===== src/rtl/pipe_ctrl_unit.sv =====
// Pipeline stall/flush master: exception/EXRT commit, control registers and IRQ detection.
// Defining PIPE_CTRL_EXP_CNT_EN adds the exception counter at CR 5.
module pipe_ctrl_unit #(
  parameter int                ADDR_W     = 30,
  parameter int                DATA_W     = 32,
  parameter int                N_IRQ      = 8,
  parameter logic [ADDR_W-1:0] EXP_VECTOR = 30'h0
) (
  input  logic              clk,
  input  logic              rst,
  input  logic              if_busy,
  input  logic              mem_busy,
  input  logic              ld_hazard,
  input  logic [ADDR_W-1:0] mem_pc,
  input  logic              mem_en,
  input  logic              mem_br_flag,
  input  logic [2:0]        mem_exp_code,
  input  logic [1:0]        mem_ctrl_op,
  input  logic [2:0]        mem_cr_addr,
  input  logic [DATA_W-1:0] mem_wr_data,
  input  logic [2:0]        cr_rd_addr,
  output logic [DATA_W-1:0] cr_rd_data,
  input  logic [N_IRQ-1:0]  irq,
  output logic              int_detect,
  output logic              if_stall,
  output logic              id_stall,
  output logic              ex_stall,
  output logic              mem_stall,
  output logic              if_flush,
  output logic              id_flush,
  output logic              ex_flush,
  output logic              mem_flush,
  output logic [ADDR_W-1:0] new_pc
);

  localparam logic [2:0] EXP_NONE  = 3'd0;
  localparam logic [1:0] OP_WRCR   = 2'd1;
  localparam logic [1:0] OP_EXRT   = 2'd2;
  localparam logic [2:0] CR_STATUS = 3'd0;
  localparam logic [2:0] CR_MASK   = 3'd1;
  localparam logic [2:0] CR_EPC    = 3'd2;
  localparam logic [2:0] CR_CAUSE  = 3'd3;
  localparam logic [2:0] CR_PEND   = 3'd4;

  logic              raw_busy_s, busy_s, commit_s;
  logic              exp_commit_s, exrt_commit_s, wrcr_commit_s, hazard_s, flush_all_s;
  logic              ie_r, pie_r, ie_nxt_s, pie_nxt_s, inflight_r;
  logic [N_IRQ-1:0]  mask_r, mask_nxt_s, pend_r, pend_nxt_s, sync1_r, sync2_r;
  logic [ADDR_W-1:0] epc_r, epc_nxt_s, epc_adj_s;
  logic [3:0]        cause_r, cause_nxt_s;

  // Every decoded action is qualified by rst so the outputs stay quiet during reset.
  assign raw_busy_s    = if_busy | mem_busy;
  assign busy_s        = rst & raw_busy_s;
  assign commit_s      = rst & ~raw_busy_s & mem_en;
  assign exp_commit_s  = commit_s & (mem_exp_code != EXP_NONE);
  assign exrt_commit_s = commit_s & (mem_exp_code == EXP_NONE) & (mem_ctrl_op == OP_EXRT);
  assign wrcr_commit_s = commit_s & (mem_exp_code == EXP_NONE) & (mem_ctrl_op == OP_WRCR);
  assign hazard_s      = rst & ~raw_busy_s & ld_hazard & ~exp_commit_s & ~exrt_commit_s & ~wrcr_commit_s;
  assign flush_all_s   = exp_commit_s | exrt_commit_s;
  assign epc_adj_s     = mem_br_flag ? (mem_pc - ADDR_W'(1'b1)) : mem_pc;

  assign int_detect = rst & ie_r & (|(pend_r & mask_r)) & ~inflight_r
                      & ~busy_s & ~flush_all_s & ~hazard_s;

  // Stall/flush generation and redirect target.
  always_comb begin
    if_stall  = 1'b0;
    id_stall  = 1'b0;
    ex_stall  = 1'b0;
    mem_stall = 1'b0;
    if_flush  = 1'b0;
    id_flush  = 1'b0;
    ex_flush  = 1'b0;
    mem_flush = 1'b0;
    new_pc    = {ADDR_W{1'b0}};
    if (busy_s) begin
      if_stall  = 1'b1;
      id_stall  = 1'b1;
      ex_stall  = 1'b1;
      mem_stall = 1'b1;
    end else if (flush_all_s) begin
      if_flush  = 1'b1;
      id_flush  = 1'b1;
      ex_flush  = 1'b1;
      mem_flush = 1'b1;
      new_pc    = exp_commit_s ? EXP_VECTOR : epc_r;
    end else if (hazard_s) begin
      if_stall = 1'b1;
      id_stall = 1'b1;
      ex_flush = 1'b1;
    end else begin
      new_pc = {ADDR_W{1'b0}};
    end
  end

  // Next-state of the control registers; INT_PEND set beats a simultaneous W1C.
  always_comb begin
    ie_nxt_s    = ie_r;
    pie_nxt_s   = pie_r;
    mask_nxt_s  = mask_r;
    epc_nxt_s   = epc_r;
    cause_nxt_s = cause_r;
    pend_nxt_s  = pend_r | sync2_r;
    if (exp_commit_s) begin
      epc_nxt_s   = epc_adj_s;
      cause_nxt_s = {mem_br_flag, mem_exp_code};
      pie_nxt_s   = ie_r;
      ie_nxt_s    = 1'b0;
    end else if (exrt_commit_s) begin
      ie_nxt_s = pie_r;
    end else if (wrcr_commit_s) begin
      case (mem_cr_addr)
        CR_STATUS: begin
          pie_nxt_s = mem_wr_data[1];
          ie_nxt_s  = mem_wr_data[0];
        end
        CR_MASK:  mask_nxt_s  = mem_wr_data[N_IRQ-1:0];
        CR_EPC:   epc_nxt_s   = mem_wr_data[ADDR_W-1:0];
        CR_CAUSE: cause_nxt_s = mem_wr_data[3:0];
        CR_PEND:  pend_nxt_s  = (pend_r & ~mem_wr_data[N_IRQ-1:0]) | sync2_r;
        default:  pend_nxt_s  = pend_r | sync2_r;
      endcase
    end else begin
      ie_nxt_s = ie_r;
    end
  end

`ifdef PIPE_CTRL_EXP_CNT_EN
  localparam logic [2:0] CR_CNT = 3'd5;
  logic [31:0] cnt_r, cnt_nxt_s;

  // Exception counter next value; a WRCR write takes precedence over counting.
  always_comb begin
    cnt_nxt_s = cnt_r;
    if (wrcr_commit_s && (mem_cr_addr == CR_CNT)) begin
      cnt_nxt_s = mem_wr_data[31:0];
    end else if (exp_commit_s) begin
      cnt_nxt_s = cnt_r + 32'd1;
    end else begin
      cnt_nxt_s = cnt_r;
    end
  end

  // Exception counter register.
  always_ff @(posedge clk or negedge rst) begin
    if (!rst) begin
      cnt_r <= 32'd0;
    end else begin
      cnt_r <= cnt_nxt_s;
    end
  end
`else
  logic unused_wr_data_s;
  assign unused_wr_data_s = ^mem_wr_data;
`endif

  // CR read port: returns the post-edge value so same-cycle writes are forwarded.
  always_comb begin
    cr_rd_data = {DATA_W{1'b0}};
    case (cr_rd_addr)
      CR_STATUS: cr_rd_data = DATA_W'({pie_nxt_s, ie_nxt_s});
      CR_MASK:   cr_rd_data = DATA_W'(mask_nxt_s);
      CR_EPC:    cr_rd_data = DATA_W'(epc_nxt_s);
      CR_CAUSE:  cr_rd_data = DATA_W'(cause_nxt_s);
      CR_PEND:   cr_rd_data = (wrcr_commit_s && (mem_cr_addr == CR_PEND)) ?
                              DATA_W'(pend_nxt_s) : DATA_W'(pend_r);
`ifdef PIPE_CTRL_EXP_CNT_EN
      CR_CNT:    cr_rd_data = DATA_W'(cnt_nxt_s);
`endif
      default:   cr_rd_data = {DATA_W{1'b0}};
    endcase
  end

  // Control register file.
  always_ff @(posedge clk or negedge rst) begin
    if (!rst) begin
      ie_r    <= 1'b0;
      pie_r   <= 1'b0;
      mask_r  <= {N_IRQ{1'b0}};
      epc_r   <= {ADDR_W{1'b0}};
      cause_r <= 4'd0;
      pend_r  <= {N_IRQ{1'b0}};
    end else begin
      ie_r    <= ie_nxt_s;
      pie_r   <= pie_nxt_s;
      mask_r  <= mask_nxt_s;
      epc_r   <= epc_nxt_s;
      cause_r <= cause_nxt_s;
      pend_r  <= pend_nxt_s;
    end
  end

  // Two-flop IRQ synchronizer.
  always_ff @(posedge clk or negedge rst) begin
    if (!rst) begin
      sync1_r <= {N_IRQ{1'b0}};
      sync2_r <= {N_IRQ{1'b0}};
    end else begin
      sync1_r <= irq;
      sync2_r <= sync1_r;
    end
  end

  // One tagged instruction per interrupt entry; cleared when an exception commits.
  always_ff @(posedge clk or negedge rst) begin
    if (!rst) begin
      inflight_r <= 1'b0;
    end else if (exp_commit_s) begin
      inflight_r <= 1'b0;
    end else if (int_detect) begin
      inflight_r <= 1'b1;
    end else begin
      inflight_r <= inflight_r;
    end
  end

endmodule

===== config.mk =====
export PLATFORM = sky130hd
export DESIGN_NAME = pipe_ctrl_unit
export DESIGN_NICKNAME = d
export VERILOG_FILES = /design/src/rtl/pipe_ctrl_unit.sv
export SDC_FILE = /design/constraint.sdc
export NUM_CORES = 1
export LEC_CHECK = 0
export CAP_MARGIN = 25
export CORE_MARGIN = 5
export CORE_UTILIZATION = 47
export CTS_BUF_LIST = sky130_fd_sc_hd__clkbuf_8
export DETAILED_ROUTE_END_ITERATION = 16
export PLACE_DENSITY = 0.8
export SETUP_SLACK_MARGIN = 0.05
export SKIP_LAST_GASP = 1
export SLEW_MARGIN = 20
export SYNTH_ARGS = -nofsm -noshare
export SYNTH_HDL_FRONTEND = slang
export SYNTH_SLANG_ARGS = --single-unit

===== constraint.sdc =====
create_clock -name clk -period 3 [get_ports clk]
set_clock_uncertainty 0.05 [all_clocks]
set_input_delay 0.45 -clock clk [delete_from_list [all_inputs] [get_ports clk]]
set_output_delay 0.45 -clock clk [all_outputs]
set_load 0.02 [all_outputs]

After elaboration in Yosys (flattened, before gate mapping)
Cells that the tools add are included.

Input port bits: 88. Flip-flop bits (word level): 69. Output and inout bits: 71. Logic and storage cells: 99.

Equal/unequal tests: 10. Add/subtract/negate cells: 1. Bitwise gates (word level): 32. Mux-type cells: 40. Reductions and logical operators: 7.

Operators with widths (count): $mux W30 (8); $pmux W30 S5 (1); $mux W8 (9); $sub A30 B1 Y30 const B (1); $mux W1 (18); $and A1 B1 Y1 (17); $and A8 B8 Y8 (2); $mux W4 (4); $or A8 B8 Y8 (2); $eq A3 B2 Y1 const B (4); $logic_not A3 Y1 (3); $not A1 Y1 (8); $not A8 Y8 (1); $reduce_or A8 Y1 (1); $eq A3 B1 Y1 const B (2); $eq A3 B3 Y1 const B (2); $reduce_bool A3 Y1 (1); $eq A2 B1 Y1 const B (1); $eq A2 B2 Y1 const B (1); $or A1 B1 Y1 (2); $reduce_bool A2 Y1 (1); $logic_and A1 B1 Y1 (1).

Longest topological paths before layout
Gate-level depths: netlist (run 1).

Word-level depth: 13. Depth in mapped cells: 9. Depth with buffers taken out: 7.

Least setup slack after synthesis (run 1)
Ideal clock, no wire load.

Kind: input -> output. Start point: input port mem_ctrl_op[1]. End point: output port cr_rd_data[20]. Stages on the path: 8. Data arrival time: 2.619 ns. Slack: -0.119 ns. Buffers on the path: 3. Cells stage by stage: buf_6 -> or3b_1 -> buf_6 -> nor4_4 -> buf_2 -> nand2_1 -> and3_1 -> a211oi_1.

Longest elaborated chain between the ends: 6. Elaborated cells on any way between the ends: 8.

RTL lines: start: declaration (RTL line 18) `input logic [1:0] mem_ctrl_op,`; $eq A2 B1 Y1 (RTL line 58) `assign wrcr_commit_s = commit_s & (mem_exp_code == EXP_NONE) & (mem_ctrl_op == OP_WRCR);`; $and A1 B1 Y1 (RTL line 58); $mux W30 (RTL line 112) `end else if (wrcr_commit_s) begin`; $mux W30 (*) (RTL line 110) `end else if (exrt_commit_s) begin`; $mux W30 (*) (RTL line 105) `if (exp_commit_s) begin`; $pmux W30 S5 (*) (RTL line 161) `case (cr_rd_addr)`; end: declaration (RTL line 22) `output logic [DATA_W-1:0] cr_rd_data,`.

Mark *: on every way between the ends. The rest lies on a longest branch, timed or not.

Worst setup path in the final report (run 1)
Start point: input port mem_pc[24]. End point: output port cr_rd_data[29].

Longest elaborated chain between the ends: 4.

RTL lines: start: declaration (RTL line 14) `input logic [ADDR_W-1:0] mem_pc,`; $sub A30 B1 Y30 (RTL line 61) `assign epc_adj_s = mem_br_flag ? (mem_pc - ADDR_W'(1'b1)) : mem_pc;`; $mux W30 (RTL line 61); $mux W30 (RTL line 105); $pmux W30 S5 (RTL line 161).

Every way passes these cells.

==> key figures, run 1 <==
Logic synthesis
  – Library cell with the largest summed area after synthesis: sky130_fd_sc_hd__dfrtp_1
  – Fraction of synthesized cell area taken by the top area cell type: 38.97%
  – Top post-synthesis cells by area: sky130_fd_sc_hd__dfrtp_1 39%, sky130_fd_sc_hd__and2_1 5.6%, sky130_fd_sc_hd__mux2i_1 5.2%
  – Count of flip-flops with a built-in enable after synthesis: 0
  – Most common cell in the synthesized netlist: sky130_fd_sc_hd__dfrtp_1
  – Part of the Yosys area used for sequential elements: 38.97%
  – Async SR Flop Fraction: 100.0%
  – Post-synth top cells: 69 x sky130_fd_sc_hd__dfrtp_1, 40 x sky130_fd_sc_hd__and2_1, 40 x sky130_fd_sc_hd__nand2_1
  – Cells after synthesis: 483
  – Number of synthesis warnings: 0
  – Post-synth design cell area: 0.004430 sq mm
  – Leading register cell type out of synthesis: sky130_fd_sc_hd__dfrtp_1
  – Yosys cell types: 62
  – Synthesis-stage register bit count: 69
  – Avg Inst Size Synth: 9.173 sq um

Setup path
  – Reg-to-reg startpoint: pend_r[0]
  – Element type at the critical path end: primary output
  – Terminus of the critical flop-to-flop path: inflight_r
  – Worst Setup Path Type: in2out
  – Launching element type of the critical path: input pin
  – Critical Path RT: 2500 ps
  – Setup slack, reg-to-reg: 1580 ps
  – Critical path endpoint: cr_rd_data[29]
  – Worst Path Max Fanout: 3
  – Cell Chain, Critical Path: clkdlybuf4s50_1, nor4_1, nand2b_1, nor4b_4, xnor2_1, a211oi_1, buf_2
  – Critical-path cell with the highest stage delay: sky130_fd_sc_hd__clkdlybuf4s50_1
  – Worst EP arrival: 2520 ps
  – Logic depth of the worst register-to-register path: 4
  – Launch point of the worst path: mem_pc[24]
  – Maximum single-stage delay on the critical path: 480 ps

STA
  – Setup TNS: -30.64 ps
  – Upper clock frequency limit: 0.3313 GHz
  – Slew Viols, Final: 0
  – Final period util: 100.6%
  – Setup repair after global routing missed its margin: yes
  – Final Worst Setup Slack: -18.30 ps
  – Final setup vio count: 2
  – Final number of hold-violating endpoints: 0
  – Transition time of the tightest slew-check pin: 578.6 ps
  – Fin crit period: 3018 ps
  – Worst relative slew slack: 61.42%

Clocking
  – CTS H-tree lvls: 3
  – Maximum root-to-sink buffer count: 2
  – Worst skew pair latency: 370 ps
  – Clock sink total: 69
  – Clock input transition at the sequential cells of the worst setup and hold paths: 100 ps
  – Master cell of the clock root buffer: sky130_fd_sc_hd__clkbuf_8
  – Number of clock buffers inserted by TritonCTS: 9
  – CTS tree: yes

Floorplan
  – Count of pins on the block boundary: 159
  – Die span in x: 107.1 microns
  – Core Area: 0.009196 sq mm
  – DIE HEIGHT: 107.1 microns
  – Effective utilization at floorplan: 48.18%
  – Core Rows: 35
  – Die area: 0.01147 sq mm

Power
  – Total power density per cell area: 345.6 mW/mm^2
  – Leakage power summed over all cells: 0.003642 uW
  – Maximum VDD drop: 0.0003354 V

Layout
  – Area growth from synthesis to layout: 80.91%
  – Fraction of final layout cells sized beyond drive strength 1: 40.41%
  – Filler cells: 406
  – Non-Filler Instances: 901
  – Final standard cell utilization of the core: 87.16%
  – Final-stage net count: 871

Detailed routing
  – First-pass detailed-route iteration total: 7
  – Routed wire per std cell: 24.97 microns
  – Detailed-route DRC error count: 0
  – Number of vias after detailed routing: 5,868
  – Initial DRC count: 657
  – Total Routed Length: 22,500 microns
  – Antenna-violating nets left: 0
  – Vias per cell: 6.513

Place
  – Final GP Congestion: 0.9332
  – Cell Count Post-Placement: 835
  – Number of I/O port buffers: 154
  – Detail Placement HPWL: 12,890 microns

Min path
  – Path class of the lowest-slack min-delay path: in2reg
  – Worst Hold Depth: 3

Global routing
  – Initial antenna violation count: 3
  – Global-route wire length before repair: 29,180 microns
  – Via count of the first global-routing pass: 5,667
  – Residual overflow from global routing: 0
  – Combined global-route utilization of all metal layers: 32.48%
  – Maximum number of pins on one net before global-route repair: 72

Outcome
  – Failing checks: setup timing
  – Status: finished, violations left

Job
  – Max-cap violation count: 0
power breakdown:
part | internal [uW] | switching, uW
registers | 1050 | 76.2
clock network | 330 | 470
logic | 413 | 432
state kept, by name, indices dropped and copies added, names as in the netlist:
register,flops
sync2_r,8
pie_r,1
inflight_r,1
mask_r,8
cause_r,4
epc_r,30
sync1_r,8
ie_r,1
pend_r,8
stage by stage:
stage	area (sq um)	hold WS, ps	setup slack [ps]	total power (uW)
detailed placement	6947	284.7	-926.9	1817
floorplan	4474	104.4	47.90	1411
CTS	7591	294.3	6.045	2620
global route	8015	246.3	-102.1	2854
finish	8015	244.5	-18.30	2770
global placement	6947	282.7	-827.9	1791
cells by family after synthesis:
| logic type | synth area share (%) |
|---|---|
| XOR/XNOR | 5.140 |
| multiplexers | 7.484 |
| flip-flops | 38.97 |
| buffers and inverters | 4.829 |
| AO/OA/AOI/OAI | 17.59 |
| adder cells (fa/ha/maj) | 0.2824 |
| other | 0.08464 |
| AND/OR/NAND/NOR | 25.61 |
layout make-up:
cell class / count / area (sq um) / share of cell area, %
antenna: 3 / 7.507 / 0.09366
clock buffer: 9 / 123.9 / 1.545
clock inverter: 7 / 68.82 / 0.8586
inverter: 7 / 26.28 / 0.3278
multi-input combinational: 371 / 3059 / 38.17
sequential: 69 / 1727 / 21.54
tap: 111 / 138.9 / 1.733
timing repair buffer: 324 / 2864 / 35.73
how the worst min path moves through the flow:
stage                               start          to  slack (ps)
after floorplan                       rst  cause_r[0]         100
after global placement         sync1_r[4]  sync2_r[4]         280
after detailed placement       sync1_r[2]  sync2_r[2]         280
after CTS                 mem_exp_code[1]  cause_r[1]         290
after global routing      mem_exp_code[1]  cause_r[1]         250
final                     mem_exp_code[1]  cause_r[1]         240
critical path, delay by kind of cell:
family / cells / cell delay, ps
buffers and inverters: 2 / 710
XOR/XNOR: 1 / 140
AND/OR/NAND/NOR: 3 / 910
AO/OA/AOI/OAI: 1 / 310
routing by layer:
layer / up-vias / global-route usage [%] / share of wire [%]
met5: - / 0 / 0
met4: 0 / 16.71 / 7.3
li1: 2378 / - / -
met1: 2783 / 39.69 / 35
met2: 528 / 54.33 / 47
met3: 179 / 6.201 / 10
layout by cell type (no fill, tap or decap), types with 4 or more instances in the layout:
cell,Yosys,routed
sky130_fd_sc_hd__clkbuf_8,0,10
sky130_fd_sc_hd__xor2_1,10,7
sky130_fd_sc_hd__buf_12,0,5
sky130_fd_sc_hd__nand2_1,40,38
sky130_fd_sc_hd__inv_6,0,4
sky130_fd_sc_hd__buf_2,3,15
sky130_fd_sc_hd__clkbuf_2,0,4
sky130_fd_sc_hd__mux2i_1,23,20
sky130_fd_sc_hd__a31oi_1,7,6
sky130_fd_sc_hd__dlymetal6s2s_1,0,12
sky130_fd_sc_hd__a211oi_1,18,9
sky130_fd_sc_hd__mux2_2,9,9
sky130_fd_sc_hd__dfrtp_1,69,69
sky130_fd_sc_hd__o211ai_1,6,6
sky130_fd_sc_hd__a211oi_2,0,9
sky130_fd_sc_hd__and2_1,40,40
sky130_fd_sc_hd__nor3_2,0,7
sky130_fd_sc_hd__clkdlybuf4s50_1,0,90
sky130_fd_sc_hd__xnor2_1,16,10
sky130_fd_sc_hd__nor2_1,27,24
sky130_fd_sc_hd__nand4_1,11,11
sky130_fd_sc_hd__o22ai_1,9,9
sky130_fd_sc_hd__dlygate4sd2_1,0,7
sky130_fd_sc_hd__and3_1,7,7
sky130_fd_sc_hd__buf_6,3,18
sky130_fd_sc_hd__nor4_4,1,10
sky130_fd_sc_hd__o21ai_0,9,7
sky130_fd_sc_hd__buf_4,6,166
sky130_fd_sc_hd__a21o_1,9,9
sky130_fd_sc_hd__a21oi_1,24,23
sky130_fd_sc_hd__or3_4,0,5
sky130_fd_sc_hd__inv_1,7,7
sky130_fd_sc_hd__xnor2_2,0,6
sky130_fd_sc_hd__a22oi_1,9,8
what timing repair did:
action	in CTS	in global routing
resized for setup	245	84
gates cloned	1	0
pin swaps	29	43
hold buffers	0	0
endpoints found under the hold margin	0	0
setup buffers	29	18
endpoints found under the setup margin	64	50
No activity file was read; power rests on OpenSTA's default activity.
==> run 2, diff against run 1 <==
MAX_ROUTING_LAYER = met4   (was unset)
==> run 2 against run 1 <==
The run still ends with setup timing left; clock power down 1%; sequential cell count unchanged; register-to-register slack better by 80 ps; die area is the same; final cell count shrank 1.2%; clock-buffer cell count did not move; maximum frequency shrank 0.58%; first-iteration DRC count shrank 14%; sequential power is essentially flat; final area shrank 1.1%; utilization is 0.93 points lower; largest cell class unchanged; largest power group unchanged.
==> key figures, run 2 (synthesized netlist as in run 1, its figures left out) <==
Detailed routing
  – First-pass detailed-route iteration total: 5 (-2)
  – Number of vias after detailed routing: 5,755 (-1.9%)
  – Vias per cell: 6.466 (-0.71%)
  – Initial DRC count: 564 (-14%)
  – Total Routed Length: 21,870 microns (-2.8%)
  – Detailed-route DRC error count: 0 (unchanged)
  – Antenna-violating nets left: 0 (unchanged)
  – Routed wire per std cell: 24.57 microns (-1.6%)

Place
  – Cell area after placement: 0.006964 sq mm (+0.25%)
  – Final GP Congestion: 0.9140 (-2.1%)
  – Detail Placement HPWL: 13,170 microns (+2.2%)
  – Number of I/O port buffers: 154 (unchanged)
  – Cell Count Post-Placement: 839 (+0.48%)

Setup path
  – CP delay by family, top: buffers and inverters
  – Critical-path cell with the highest stage delay: sky130_fd_sc_hd__clkdlybuf4s50_1
  – Worst Path Max Fanout: 3 (unchanged)
  – Element type at the critical path end: primary output
  – Launching element type of the critical path: input pin
  – Buffer and inverter count on the worst path: 3 (+1)
  – Setup slack, reg-to-reg: 1660 ps (+80 ps)
  – Maximum single-stage delay on the critical path: 550 ps (+70 ps)
  – Worst EP arrival: 2540 ps (+20 ps)
  – Cell Chain, Critical Path: clkdlybuf4s50_1, nor4_4, nand4b_1, buf_4, nor3_2, xnor2_1, a211oi_2, buf_4
  – Worst Setup Path Type: in2out
  – Critical Path RT: 2500 ps (about the same)
  – Cell seen most often among critical-path stages: sky130_fd_sc_hd__buf_4

Power
  – Overall power consumption: 2739 uW (-1.1%)
  – Leakage power summed over all cells: 0.003646 uW (+0.11%)
  – Total power density per cell area: 345.4 mW/mm^2 (about the same)
  – Maximum VDD drop: 0.0002678 V (-20%)

Global routing
  – Global-route wire length before repair: 29,030 microns (-0.52%)
  – Maximum number of pins on one net before global-route repair: 43 (-40%)
  – Via count of the first global-routing pass: 5,612 (-0.97%)
  – Residual overflow from global routing: 0 (unchanged)
  – Combined global-route utilization of all metal layers: 33.17% (+0.69 points)
  – Initial antenna violation count: 1 (-2)

Layout
  – Commonest non-fill, non-tap cell in the layout: sky130_fd_sc_hd__buf_4
  – Non-Filler Instances: 890 (-1.2%)
  – Area of all placed cells without fillers: 0.007930 sq mm (-1.1%)
  – Commonest non-fill, non-tap cells in the layout: 158 x sky130_fd_sc_hd__buf_4, 86 x sky130_fd_sc_hd__clkdlybuf4s50_1, 69 x sky130_fd_sc_hd__dfrtp_1
  – Fraction of final layout cells sized beyond drive strength 1: 40.23% (-0.18 points)
  – Largest register by flop count: epc_r
  – Final-stage net count: 862 (-1.0%)
  – Max FFs per register: 30 (unchanged)
  – Filler cells: 454 (+12%)
  – Final standard cell utilization of the core: 86.23% (-0.93 points)
  – Area growth from synthesis to layout: 78.99%

Floorplan
  – Count of pins on the block boundary: 159 (unchanged)
  – Core Area: 0.009196 sq mm (unchanged)
  – DIE HEIGHT: 107.1 microns (unchanged)
  – Core Rows: 35 (unchanged)
  – Die span in x: 107.1 microns (unchanged)
  – Effective utilization at floorplan: 48.18% (unchanged)
  – Die area: 0.01147 sq mm (unchanged)

Clocking
  – Worst skew pair latency: 360 ps (about the same)
  – CTS H-tree lvls: 3 (unchanged)
  – Clock input transition at the sequential cells of the worst setup and hold paths: 90 ps (about the same)
  – Clock sink total: 69 (unchanged)
  – Maximum root-to-sink buffer count: 2 (unchanged)
  – Number of clock buffers inserted by TritonCTS: 9 (unchanged)
  – Master cell of the clock root buffer: sky130_fd_sc_hd__clkbuf_8
  – Total of hold buffers inserted after clock tree synthesis: 0 (unchanged)
  – CTS tree: yes

STA
  – Final setup vio count: 6 (+4)
  – Slew Viols, Final: 0 (unchanged)
  – Setup repair after global routing missed its margin: yes
  – Fin crit period: 3036 ps (+17.48 ps)
  – Worst relative slew slack: 62.77% (+1.3 points)
  – Setup TNS: -124.6 ps (-93.96 ps)
  – Final number of hold-violating endpoints: 0 (unchanged)
  – Upper clock frequency limit: 0.3294 GHz (-0.58%)
  – Final Worst Setup Slack: -35.78 ps (-17.48 ps)
  – Transition time of the tightest slew-check pin: 558.4 ps (-20.24 ps)
  – Final period util: 101.2% (+0.58 points)

Outcome
  – Failing checks: setup timing
  – Status: finished, violations left

Job
  – Max-cap violation count: 0 (unchanged)

Min path
  – Path class of the lowest-slack min-delay path: in2async
run 2: where the power goes:
part	total (uW)	switching, uW	internal [uW]
clock network	791	461	330
logic	820	417	403
registers	1130	79.3	1050
run 2: timing repair:
action / CTS / global route
setup endpoints to repair: 64 / 49
pin swaps: 29 / 44
gates cloned: 1 / 1
hold endpoints to repair: 0 / 0
resized for setup: 229 / 96
buffers inserted: 21 / 12
run 2: path summary, 6_finish.rpt:
check                           start        endpoint  cells past startpoint
setup reg to reg            pend_r[3]      inflight_r                      4
max in group asynchronous         rst       mask_r[3]                      4
hold reg to reg            sync1_r[2]      sync2_r[2]                      0
setup / recovery            mem_pc[9]  cr_rd_data[19]                      8
hold / removal                    rst      inflight_r                      3
min in group clk           sync1_r[2]      sync2_r[2]                      0
run 2: cell type report:
class,instances,area (sq um),area share [%]
sequential,69,1727,21.77
clock inverter,7,75.07,0.9467
clock buffer,9,123.9,1.562
timing repair buffer,315,2764,34.85
inverter,7,26.28,0.3313
multi-input combinational,371,3073,38.75
tap,111,138.9,1.751
antenna,1,2.502,0.03156
run 2: per-stage QoR:
| step | setup WS, ps | hold slack [ps] |
|---|---|---|
| 5_1_grt | -118.3 | 319.0 |
| 3_3_place_gp | -802.8 | 282.5 |
| 6_report | -35.78 | 305.4 |
| 3_5_place_dp | -862.6 | 289.4 |
| 2_1_floorplan | 47.90 | 104.4 |
| 4_1_cts | -5.091 | 284.9 |
run 2: metal layers:
layer / share of wire, % / vias up / track usage [%]
met4: 6.6 / 0 / 12.42
met3: 9.1 / 146 / 4.756
met2: 48 / 474 / 54.42
met1: 37 / 2767 / 41.72
li1: - / 2368 / -
met5: 0 / - / -
run 2: worst reg2reg max path, stage by stage (launching register included):
cell and delay (ps):
sky130_fd_sc_hd__dfrtp_1 420, sky130_fd_sc_hd__a22oi_1 260, sky130_fd_sc_hd__nand4_1 230, sky130_fd_sc_hd__nand4_1 170, sky130_fd_sc_hd__o21ai_0 90
==> run 3, diff against run 2 <==
CORE_ASPECT_RATIO = 0.75   (was unset)
==> run 3 against run 2 <==
Routed wire length fell by 6.1%; the flow still finishes with violations (setup timing); clock-buffer cell count grew 1; highest routed layer unchanged; final cell count up 2.2%; clock power is 4.0% higher; global-route usage grew 0.15 points; die area rose by 0.18%.
==> key figures, run 3 (synthesized netlist as in run 1, its figures left out) <==
Layout
  – Combined area of the multi-input logic cells: 0.003024 sq mm (-1.6%)
  – Commonest non-fill, non-tap cells in the layout: 159 x sky130_fd_sc_hd__buf_4, 69 x sky130_fd_sc_hd__dfrtp_1, 58 x sky130_fd_sc_hd__clkdlybuf4s50_1
  – Max FFs per register: 30 (unchanged)
  – Area of all placed cells without fillers: 0.007890 sq mm (-0.50%)
  – ANT cells: 0 (-1)
  – Total area of sequential cells: 0.001727 sq mm (unchanged)
  – Commonest non-fill, non-tap cell in the layout: sky130_fd_sc_hd__buf_4
  – Final-stage net count: 866 (+0.46%)
  – Area growth from synthesis to layout: 78.09%
  – Filler cells: 470 (+3.5%)
  – Non-Filler Instances: 910 (+2.2%)
  – Fraction of final layout cells sized beyond drive strength 1: 40.66% (+0.43 points)
  – Largest register by flop count: epc_r

Floorplan
  – Core Area: 0.009121 sq mm (-0.82%)
  – Count of pins on the block boundary: 159 (unchanged)
  – DIE HEIGHT: 94.09 microns (-12%)
  – Die area: 0.01149 sq mm (+0.18%)
  – Effective utilization at floorplan: 48.57% (+0.40 points)
  – Core Rows: 30 (-14%)
  – Die span in x: 122.1 microns (+14%)

STA
  – Final number of hold-violating endpoints: 0 (unchanged)
  – Final setup vio count: 2 (-4)
  – Transition time of the tightest slew-check pin: 654.1 ps (+95.65 ps)
  – Final Worst Setup Slack: -30.85 ps (+4.928 ps)
  – Final period util: 101.0% (-0.16 points)
  – Slew Viols, Final: 0 (unchanged)
  – Fin crit period: 3031 ps (-4.928 ps)
  – Upper clock frequency limit: 0.3299 GHz (+0.16%)
  – Setup repair after global routing missed its margin: yes
  – Worst relative slew slack: 56.40% (-6.4 points)

Power
  – Total power density per cell area: 349.8 mW/mm^2 (+1.3%)
  – Overall power consumption: 2760 uW (+0.76%)
  – Maximum VDD drop: 0.0002957 V (+10%)
  – Leakage power summed over all cells: 0.003704 uW (+1.6%)

Min path
  – Path class of the lowest-slack min-delay path: in2async

Outcome
  – Failing checks: setup timing
  – Status: finished, violations left

Detailed routing
  – Routed wire per std cell: 22.57 microns (-8.1%)
  – Met3 wire len: 2066 microns (+3.5%)
  – Total Routed Length: 20,540 microns (-6.1%)
  – Initial DRC count: 583 (+3.4%)
  – Top layer reached by signal wires: met4
  – Metal2 WL: 9758 microns (-6.2%)
  – Vias per cell: 6.118 (-5.4%)
  – First-pass detailed-route iteration total: 5 (unchanged)
  – Antenna-violating nets left: 0 (unchanged)
  – Number of vias after detailed routing: 5,567 (-3.3%)
  – Detailed-route DRC error count: 0 (unchanged)
  – Total routed wire length on the met1 layer: 7778 microns (-3.2%)

Setup path
  – Maximum single-stage delay on the critical path: 580 ps (+30 ps)
  – CP delay by family, top: simple AND/OR/NAND/NOR gates
  – Critical Path RT: 2500 ps (about the same)
  – Buffer and inverter count on the worst path: 2 (-1)
  – Worst Setup Path Type: in2out
  – Launching element type of the critical path: input pin
  – Cell Chain, Critical Path: buf_6, or3_4, or4_4, mux2i_2, nor3_1, or4b_4, buf_6
  – Element type at the critical path end: primary output
  – Worst Path Max Fanout: 4 (+1)
  – Critical-path cell with the highest stage delay: sky130_fd_sc_hd__or4_4
  – Cell seen most often among critical-path stages: sky130_fd_sc_hd__buf_6
  – Worst EP arrival: 2530 ps (about the same)

Global routing
  – Via count of the first global-routing pass: 5,624 (+0.21%)
  – Initial antenna violation count: 0 (-1)
  – Combined global-route utilization of all metal layers: 33.32% (+0.15 points)
  – Global-route wire length before repair: 29,210 microns (+0.62%)
  – Maximum number of pins on one net before global-route repair: 72 (+67%)
  – Residual overflow from global routing: 0 (unchanged)

Clocking
  – Clock input transition at the sequential cells of the worst setup and hold paths: 80 ps (about the same)
  – Worst skew pair latency: 370 ps (about the same)
  – Total of hold buffers inserted after clock tree synthesis: 0 (unchanged)
  – Clock sink total: 69 (unchanged)
  – CTS H-tree lvls: 3 (unchanged)
  – CTS tree: yes
  – Number of clock buffers inserted by TritonCTS: 9 (unchanged)
  – Maximum root-to-sink buffer count: 2 (unchanged)
  – Master cell of the clock root buffer: sky130_fd_sc_hd__clkbuf_8

Place
  – Number of I/O port buffers: 154 (unchanged)
  – Final GP Congestion: 0.9400 (+2.8%)
  – Cell area after placement: 0.007093 sq mm (+1.9%)
  – Detail Placement HPWL: 12,590 microns (-4.4%)
  – Cell Count Post-Placement: 865 (+3.1%)

Job
  – Max-cap violation count: 0 (unchanged)
==> run 3: changes by cell type in the layout (fill, tap and decap cells not counted), sizes merged <==
cell,change
buf,+4
bufbuf,+1
bufinv,+1
clkbuf,+6
clkdlybuf4s50,-28
clkinvlp,-1
diode,-1
dlygate4sd2,+25
dlymetal6s2s,-3
inv,-1
==> run 3: power by group <==
| group | switching (uW) | internal [uW] | total [uW] |
|---|---|---|---|
| logic | 412 | 407 | 820 |
| registers | 68.4 | 1050 | 1120 |
| clock network | 409 | 414 | 823 |
==> run 3: final cells by class <==
type | count | share of cell area, %
Clock buffer | 10 | 1.744
Clock inverter | 6 | 0.8722
Inverter | 7 | 0.3647
Multi-Input combinational cell | 371 | 38.33
Sequential cell | 69 | 21.88
Tap cell | 128 | 2.030
Timing Repair Buffer | 319 | 34.78
==> run 3: worst paths after layout <==
| path | slack, ps | cells past startpoint | from | end |
|---|---|---|---|---|
| min reg2reg | 290 | 0 | sync1_r[3] | sync2_r[3] |
| min in group clk | 290 | 0 | sync1_r[3] | sync2_r[3] |
| min | 260 | 3 | rst | epc_r[24] |
| max | -30 | 7 | mem_exp_code[1] | cr_rd_data[6] |
| max in group asynchronous | 2180 | 3 | rst | sync1_r[3] |
| max reg2reg | 1450 | 4 | pend_r[0] | inflight_r |
==> run 3: tightest hold or removal path: stages <==
cell                    delay (ps)
sky130_fd_sc_hd__buf_4         100
sky130_fd_sc_hd__buf_4         110
sky130_fd_sc_hd__buf_6         500
==> run 3: what timing repair did <==
item	CTS	global route
gates resized for setup	276	86
gates cloned	1	0
setup endpoints to repair	64	34
setup buffers	19	9
pin swaps	29	38
==> run 3: routing by layer <==
metal  vias up  track usage, %
met1      2678           40.71
met2       425           54.64
li1       2360               -
met3       104           7.285
met4         0           12.12
met5         -               -
==> run 3: per-stage QoR <==
step | setup TNS [ps] | setup slack, ps | utilization, % | hold slack [ps]
6_report | -39.21 | -30.85 | 86.50 | 264.5
5_1_grt | -215.6 | -77.84 | 86.50 | 307.0
4_1_cts | -4.150 | -4.150 | 83.09 | 300.8
3_5_place_dp | -34630 | -909.5 | 77.76 | 285.5
3_3_place_gp | -32860 | -740.5 | 77.76 | 283.8
2_1_floorplan | 0 | 47.90 | - | 104.4
